==> config.mk <==
export PLATFORM = sky130hd
export DESIGN_NAME = tqvp_intercal_ttm_tx
export DESIGN_NICKNAME = d
export VERILOG_FILES = /design/src/rtl/tqvp_intercal_ttm_tx.sv
export SDC_FILE = /design/constraint.sdc
export NUM_CORES = 1
export LEC_CHECK = 0
export ABC_AREA = 1
export BUFFER_PORTS_ARGS = -buffer_cell sky130_fd_sc_hd__buf_4
export CELL_PAD_IN_SITES_DETAIL_PLACEMENT = 1
export CELL_PAD_IN_SITES_GLOBAL_PLACEMENT = 1
export CORE_UTILIZATION = 33
export CTS_CLUSTER_DIAMETER = 40
export DETAILED_ROUTE_END_ITERATION = 8
export PLACE_DENSITY_LB_ADDON = 0.1
export SYNTH_ARGS = -nofsm -noshare
export SYNTH_HDL_FRONTEND = slang
export SYNTH_SLANG_ARGS = --single-unit
==> constraint.sdc <==
create_clock -name clk -period 2.65 [get_ports clk]
set_input_delay 0.1325 -clock clk [delete_from_list [all_inputs] [get_ports clk]]
set_output_delay 0.1325 -clock clk [all_outputs]
set_load 0.03 [all_outputs]
==> src/rtl/tqvp_intercal_ttm_tx.sv <==
// Turing Text Model UART transmitter peripheral: each queued element X advances
// tape position P to (P - X) mod 256 and sends bitreverse(P) as an 8N1 frame.
module tqvp_intercal_ttm_tx #(
    parameter int          FIFO_DEPTH = 4,
    parameter logic [15:0] DIV_RESET  = 16'd555
) (
    input  logic        clk,
    input  logic        rst_n,
    input  logic [7:0]  ui_in,
    output logic [7:0]  uo_out,
    input  logic [5:0]  address,
    input  logic [31:0] data_in,
    input  logic [1:0]  data_write_n,
    input  logic [1:0]  data_read_n,
    output logic [31:0] data_out,
    output logic        data_ready
);
    localparam int AW = $clog2(FIFO_DEPTH);
    localparam int CW = AW + 1;

    typedef enum logic [1:0] {S_IDLE, S_START, S_DATA, S_STOP} tx_state_t;

    tx_state_t      r_state;
    logic [15:0]    r_div;
    logic [15:0]    r_div_act;
    logic [15:0]    r_baud;
    logic [2:0]     r_bit;
    logic [7:0]     r_shift;
    logic           r_tx;
    logic           r_busy;
    logic [7:0]     r_p;
    logic           r_ovf;
    logic [7:0]     r_mem [FIFO_DEPTH];
    logic [AW-1:0]  r_wr_ptr;
    logic [AW-1:0]  r_rd_ptr;
    logic [CW-1:0]  r_count;

    logic           w_wr;
    logic           w_reg_ok;
    logic           w_wr_data;
    logic           w_wr_div;
    logic           w_wr_status;
    logic           w_wr_tape;
    logic           w_empty;
    logic           w_full;
    logic           w_tick;
    logic           w_pop;
    logic           w_push_ok;
    logic [7:0]     w_pn;
    logic [7:0]     w_pn_rev;
    logic [31:0]    w_rdata;
    logic           w_unused;

    assign w_wr        = (data_write_n != 2'b11);
    assign w_reg_ok    = (address[1:0] == 2'b00);
    assign w_wr_data   = w_wr && w_reg_ok && (address[5:2] == 4'd0);
    assign w_wr_div    = w_wr && w_reg_ok && (address[5:2] == 4'd1);
    assign w_wr_status = w_wr && w_reg_ok && (address[5:2] == 4'd2);
    assign w_wr_tape   = w_wr && w_reg_ok && (address[5:2] == 4'd3);

    assign w_empty   = (r_count == '0);
    assign w_full    = (r_count == CW'(FIFO_DEPTH));
    assign w_tick    = (r_baud == r_div_act);
    // A pop happens from IDLE, or at the end of STOP so frames run back to back.
    assign w_pop     = !w_empty && ((r_state == S_IDLE) || ((r_state == S_STOP) && w_tick));
    assign w_push_ok = w_wr_data && (!w_full || w_pop);
    assign w_pn      = r_p - r_mem[r_rd_ptr];

    always_comb begin
        w_pn_rev = '0;
        for (int i = 0; i < 8; i++) w_pn_rev[i] = w_pn[7-i];
    end

    // NOTE: the element storage carries no reset; emptiness is tracked by the pointers and count alone.
    always_ff @(posedge clk) begin
        if (w_push_ok) r_mem[r_wr_ptr] <= data_in[7:0];
    end

    always_ff @(posedge clk) begin
        if (!rst_n) begin
            r_wr_ptr <= '0;
            r_rd_ptr <= '0;
            r_count  <= '0;
        end else begin
            if (w_push_ok) r_wr_ptr <= r_wr_ptr + AW'(1);
            if (w_pop)     r_rd_ptr <= r_rd_ptr + AW'(1);
            case ({w_push_ok, w_pop})
                2'b10:   r_count <= r_count + CW'(1);
                2'b01:   r_count <= r_count - CW'(1);
                default: r_count <= r_count;
            endcase
        end
    end

    always_ff @(posedge clk) begin
        if (!rst_n) begin
            r_div <= DIV_RESET;
            r_p   <= '0;
            r_ovf <= 1'b0;
        end else begin
            if (w_wr_div) begin
                if (data_write_n == 2'b00) r_div[7:0] <= data_in[7:0];
                else                       r_div      <= data_in[15:0];
            end
            // NOTE: the later nonblocking assignment wins, so a CPU tape write overrides the pop result.
            if (w_pop)     r_p <= w_pn;
            if (w_wr_tape) r_p <= data_in[7:0];
            if (w_wr_status && data_in[3]) r_ovf <= 1'b0;
            if (w_wr_data && w_full && !w_pop) r_ovf <= 1'b1;
        end
    end

    always_ff @(posedge clk) begin
        if (!rst_n) begin
            r_state   <= S_IDLE;
            r_div_act <= DIV_RESET;
            r_baud    <= '0;
            r_bit     <= '0;
            r_shift   <= '0;
            r_tx      <= 1'b1;
            r_busy    <= 1'b0;
        end else begin
            case (r_state)
                S_IDLE: begin
                    r_div_act <= r_div;
                    r_baud    <= '0;
                    if (w_pop) begin
                        r_state <= S_START;
                        r_shift <= w_pn_rev;
                        r_tx    <= 1'b0;
                        r_busy  <= 1'b1;
                    end
                end
                S_START: begin
                    if (w_tick) begin
                        r_baud    <= '0;
                        r_div_act <= r_div;
                        r_state   <= S_DATA;
                        r_bit     <= '0;
                        r_tx      <= r_shift[0];
                        r_shift   <= r_shift >> 1;
                    end else begin
                        r_baud <= r_baud + 16'd1;
                    end
                end
                S_DATA: begin
                    if (w_tick) begin
                        r_baud    <= '0;
                        r_div_act <= r_div;
                        if (r_bit == 3'd7) begin
                            r_state <= S_STOP;
                            r_tx    <= 1'b1;
                        end else begin
                            r_bit   <= r_bit + 3'd1;
                            r_tx    <= r_shift[0];
                            r_shift <= r_shift >> 1;
                        end
                    end else begin
                        r_baud <= r_baud + 16'd1;
                    end
                end
                default: begin
                    if (w_tick) begin
                        r_baud    <= '0;
                        r_div_act <= r_div;
                        if (w_pop) begin
                            r_state <= S_START;
                            r_shift <= w_pn_rev;
                            r_tx    <= 1'b0;
                        end else begin
                            r_state <= S_IDLE;
                            r_busy  <= 1'b0;
                        end
                    end else begin
                        r_baud <= r_baud + 16'd1;
                    end
                end
            endcase
        end
    end

    always_comb begin
        w_rdata = '0;
        if (w_reg_ok) begin
            case (address[5:2])
                4'd1:    w_rdata[15:0] = r_div;
                4'd2:    w_rdata[6:0]  = {3'(r_count), r_ovf, w_empty, w_full, r_busy};
                4'd3:    w_rdata[7:0]  = r_p;
                default: w_rdata       = '0;
            endcase
        end
    end

    assign data_out   = (data_read_n != 2'b11) ? w_rdata : 32'd0;
    assign uo_out     = {5'b0, r_busy, r_tx, 1'b0};
    assign data_ready = 1'b1;
    assign w_unused   = &{1'b0, ui_in, data_in[31:16]};

endmodule

==> results.ini <==
[status]
status=finished clean

[final_layout]
diodes=0
drive_gt1_frac=0.157
multi_input_area_um2=2710
fin_util=0.412
final_nets=907
stdcell_count=1073
final.fill_count=2097
syn_to_final_growth_pct=22.4
register_area_um2=2580

[yosys]
synth_top_area_share=0.279
synth.largest_area_cell=dfxtp_1
synthCells=758
yosys_warnings=0
ys_types=47
syn_area_um2=5800
synth_area_leaders=dfxtp_1, edfxtp_1, nand2_1
ys_seq_area_frac=0.445
async_reset_ff_frac=0
ys_seq_elements=113
synth_edf_count=32
synthFlopType=dfxtp_1
avgSynthCellArea_um2=7.66

[clocking]
cts_sinks=113
path_clk_slew_ps=60
cts-buffers-inserted=17
cts_tree=built
cts_setup_buffers=0
clkLatencyLatePin_ps=410
cts_root_buffer=clkbuf_16
clk_path_buf_depth=2
h-tree-depth=4

[worst_setup_path]
crit_type=reg2reg
end_kind=flip-flop
required_ps=2950
startpoint_type=flip-flop
arrival_ps=2810
path_max_fanout=5

[die]
core_area_um2=17200
fp.dieH_um=135
row_count=48
start_util=0.337
num_io_pins=93
dieWidth_um=135
die_area_um2=18100

[global_routing]
grt_pass1_wl_um=26200
grt_pass1_vias=5131
grtUsageTotal=0.187
antenna_found_initial=0
grt_max_degree=44
grt-ovfl-total=0

[pwr]
cellPowerDensity_nw_per_um2=951
ir_drop_uv=441
p_leak_nw=3.03

[timing]
hold_viol_final=0
rsz0062_at_grt=yes
slew_violations=0
fin_worst_skew_ps=8.02
setup_viol=0
slew_headroom=0.431
tightest_slew_ps=852
max_freq_ghz=0.399
period_share=0.945
finalCriticalPeriod_ps=2500

[min_path]
hold_start=rst_n
hold_path_class=in2reg

[drt]
vias_per_cell=4.70
via_count=5038
drt-total-wl_um=16300
detail-route-antenna-nets=0
wl_per_cell_um=15.2
drtIter0Drc=228
drtPass1Iterations=4
drc=0

[place]
place_hpwl_um=11900
port_buffers=45
place.gp.congestion=0.802
dp.cells=1025

[job]
maxCapViolations=0

[final timing paths]
kind	endpoint	slack [ps]	depth (start not counted)
min	r_div[5]$_SDFFE_PN1P_	150	2
max	r_shift[1]$_SDFFE_PN0P_	150	16
max reg2reg	r_shift[1]$_SDFFE_PN0P_	150	16
min reg2reg	r_shift[3]$_SDFFE_PN0P_	440	2
[Yosys cell counts (10+ instances only)]
cell type,instances
buf_4,25
nand2_1,186
dfxtp_1,81
edfxtp_1,32
clkbuf_1,13
nand3_1,26
inv_1,86
a21oi_1,58
inv_2,10
nor2_1,85
o21ai_0,45
ha_1,18
[power by group]
group	switching [W]	internal (W)	total [W]
combinational	0.00163	0.000929	0.00256
sequential	0.000164	0.00202	0.00218
clock	0.000834	0.00118	0.00201
[metal layers]
metal	GRT usage	wire length (um)	share of wire	vias to the layer above
met2	0.321	8050	0.49	53
met1	0.238	7690	0.47	2421
met3	0.0402	417	0.026	10
met4	0.0462	134	0.0082	0
met5	0	0	0	-
li1	-	-	-	2554
[critical path, stage by stage, from the launching register on]
cell	delay (ps)
dfxtp_1	350
inv_1	130
nor2_1	80
o22ai_2	190
ha_1	190
inv_1	60
fa_1	420
nand3_1	110
nand3_1	130
a21oi_2	160
nor2_1	60
nor2_2	120
xnor2_2	90
nand2_1	60
o21ai_0	90
nor2_1	110
nor2_1	50
[registers in the layout (all words and copies together) (netlist names), named ones only]
register   count
r_baud        16
r_bit          3
r_busy         1
r_count        3
r_div         16
r_div_act     16
r_mem         32
r_ovf          1
r_p            8
r_rd_ptr       2
r_shift        8
r_state        2
r_tx           1
r_wr_ptr       2
[kinds of logic after synthesis]
logic type      Yosys count  share of synthesized area
simple gates            339                      0.249
buf+inv                 140                      0.110
compound gates          131                      0.129
flops                   113                      0.445
fa+ha+maj                20                     0.0457
xor+xnor                 11                     0.0166
other cells               2                    0.00129
mux                       2                    0.00345
[metrics by stage]
stage	hold WS (ps)	power, W	worst slack [ps]	instance area, um2	setup TNS, ps
6_report	148	0.00676	146	7100	0
2_1_floorplan	231	0.00400	114	5880	0
5_1_grt	157	0.00724	-65.0	7100	-93.3
3_5_place_dp	359	0.00467	165	6370	0
3_3_place_gp	354	0.00459	247	6370	0
4_1_cts	141	0.00674	101	7050	0
[layout by cell type (no fill, tap or decap), types with 4 or more instances in the layout]
master           n
nor3_1           9
conb_1          23
nor2_2           4
nand2_1        186
a21boi_0         5
nor2_1          84
clkinv_2         5
inv_1           86
ha_1            17
nand3_1         26
clkinvlp_4       5
o21ai_0         45
inv_2           10
a21oi_1         56
edfxtp_1        32
buf_4           64
nand4_1          8
dfxtp_1         81
a32o_1           6
clkbuf_16       17
or2_2            6
o211ai_1         6
dlygate4sd3_1   16
xor2_1           7
[repair_timing]
action | 4_1_cts | 5_1_grt
hold buffers | 16 | 0
resized for setup | 0 | 8
endpoints found under the hold margin | 40 | 0
endpoints found under the setup margin | 0 | 5
[cell type report]
class / count / share of cell area
clock inverters: 15 / 0.0136
inverters: 97 / 0.0513
clock buffers: 17 / 0.0599
multi-input cells: 526 / 0.382
well taps: 225 / 0.0396
flip-flops and latches: 113 / 0.364
repair buffers: 80 / 0.0902
No activity file was read; power rests on OpenSTA's default activity.
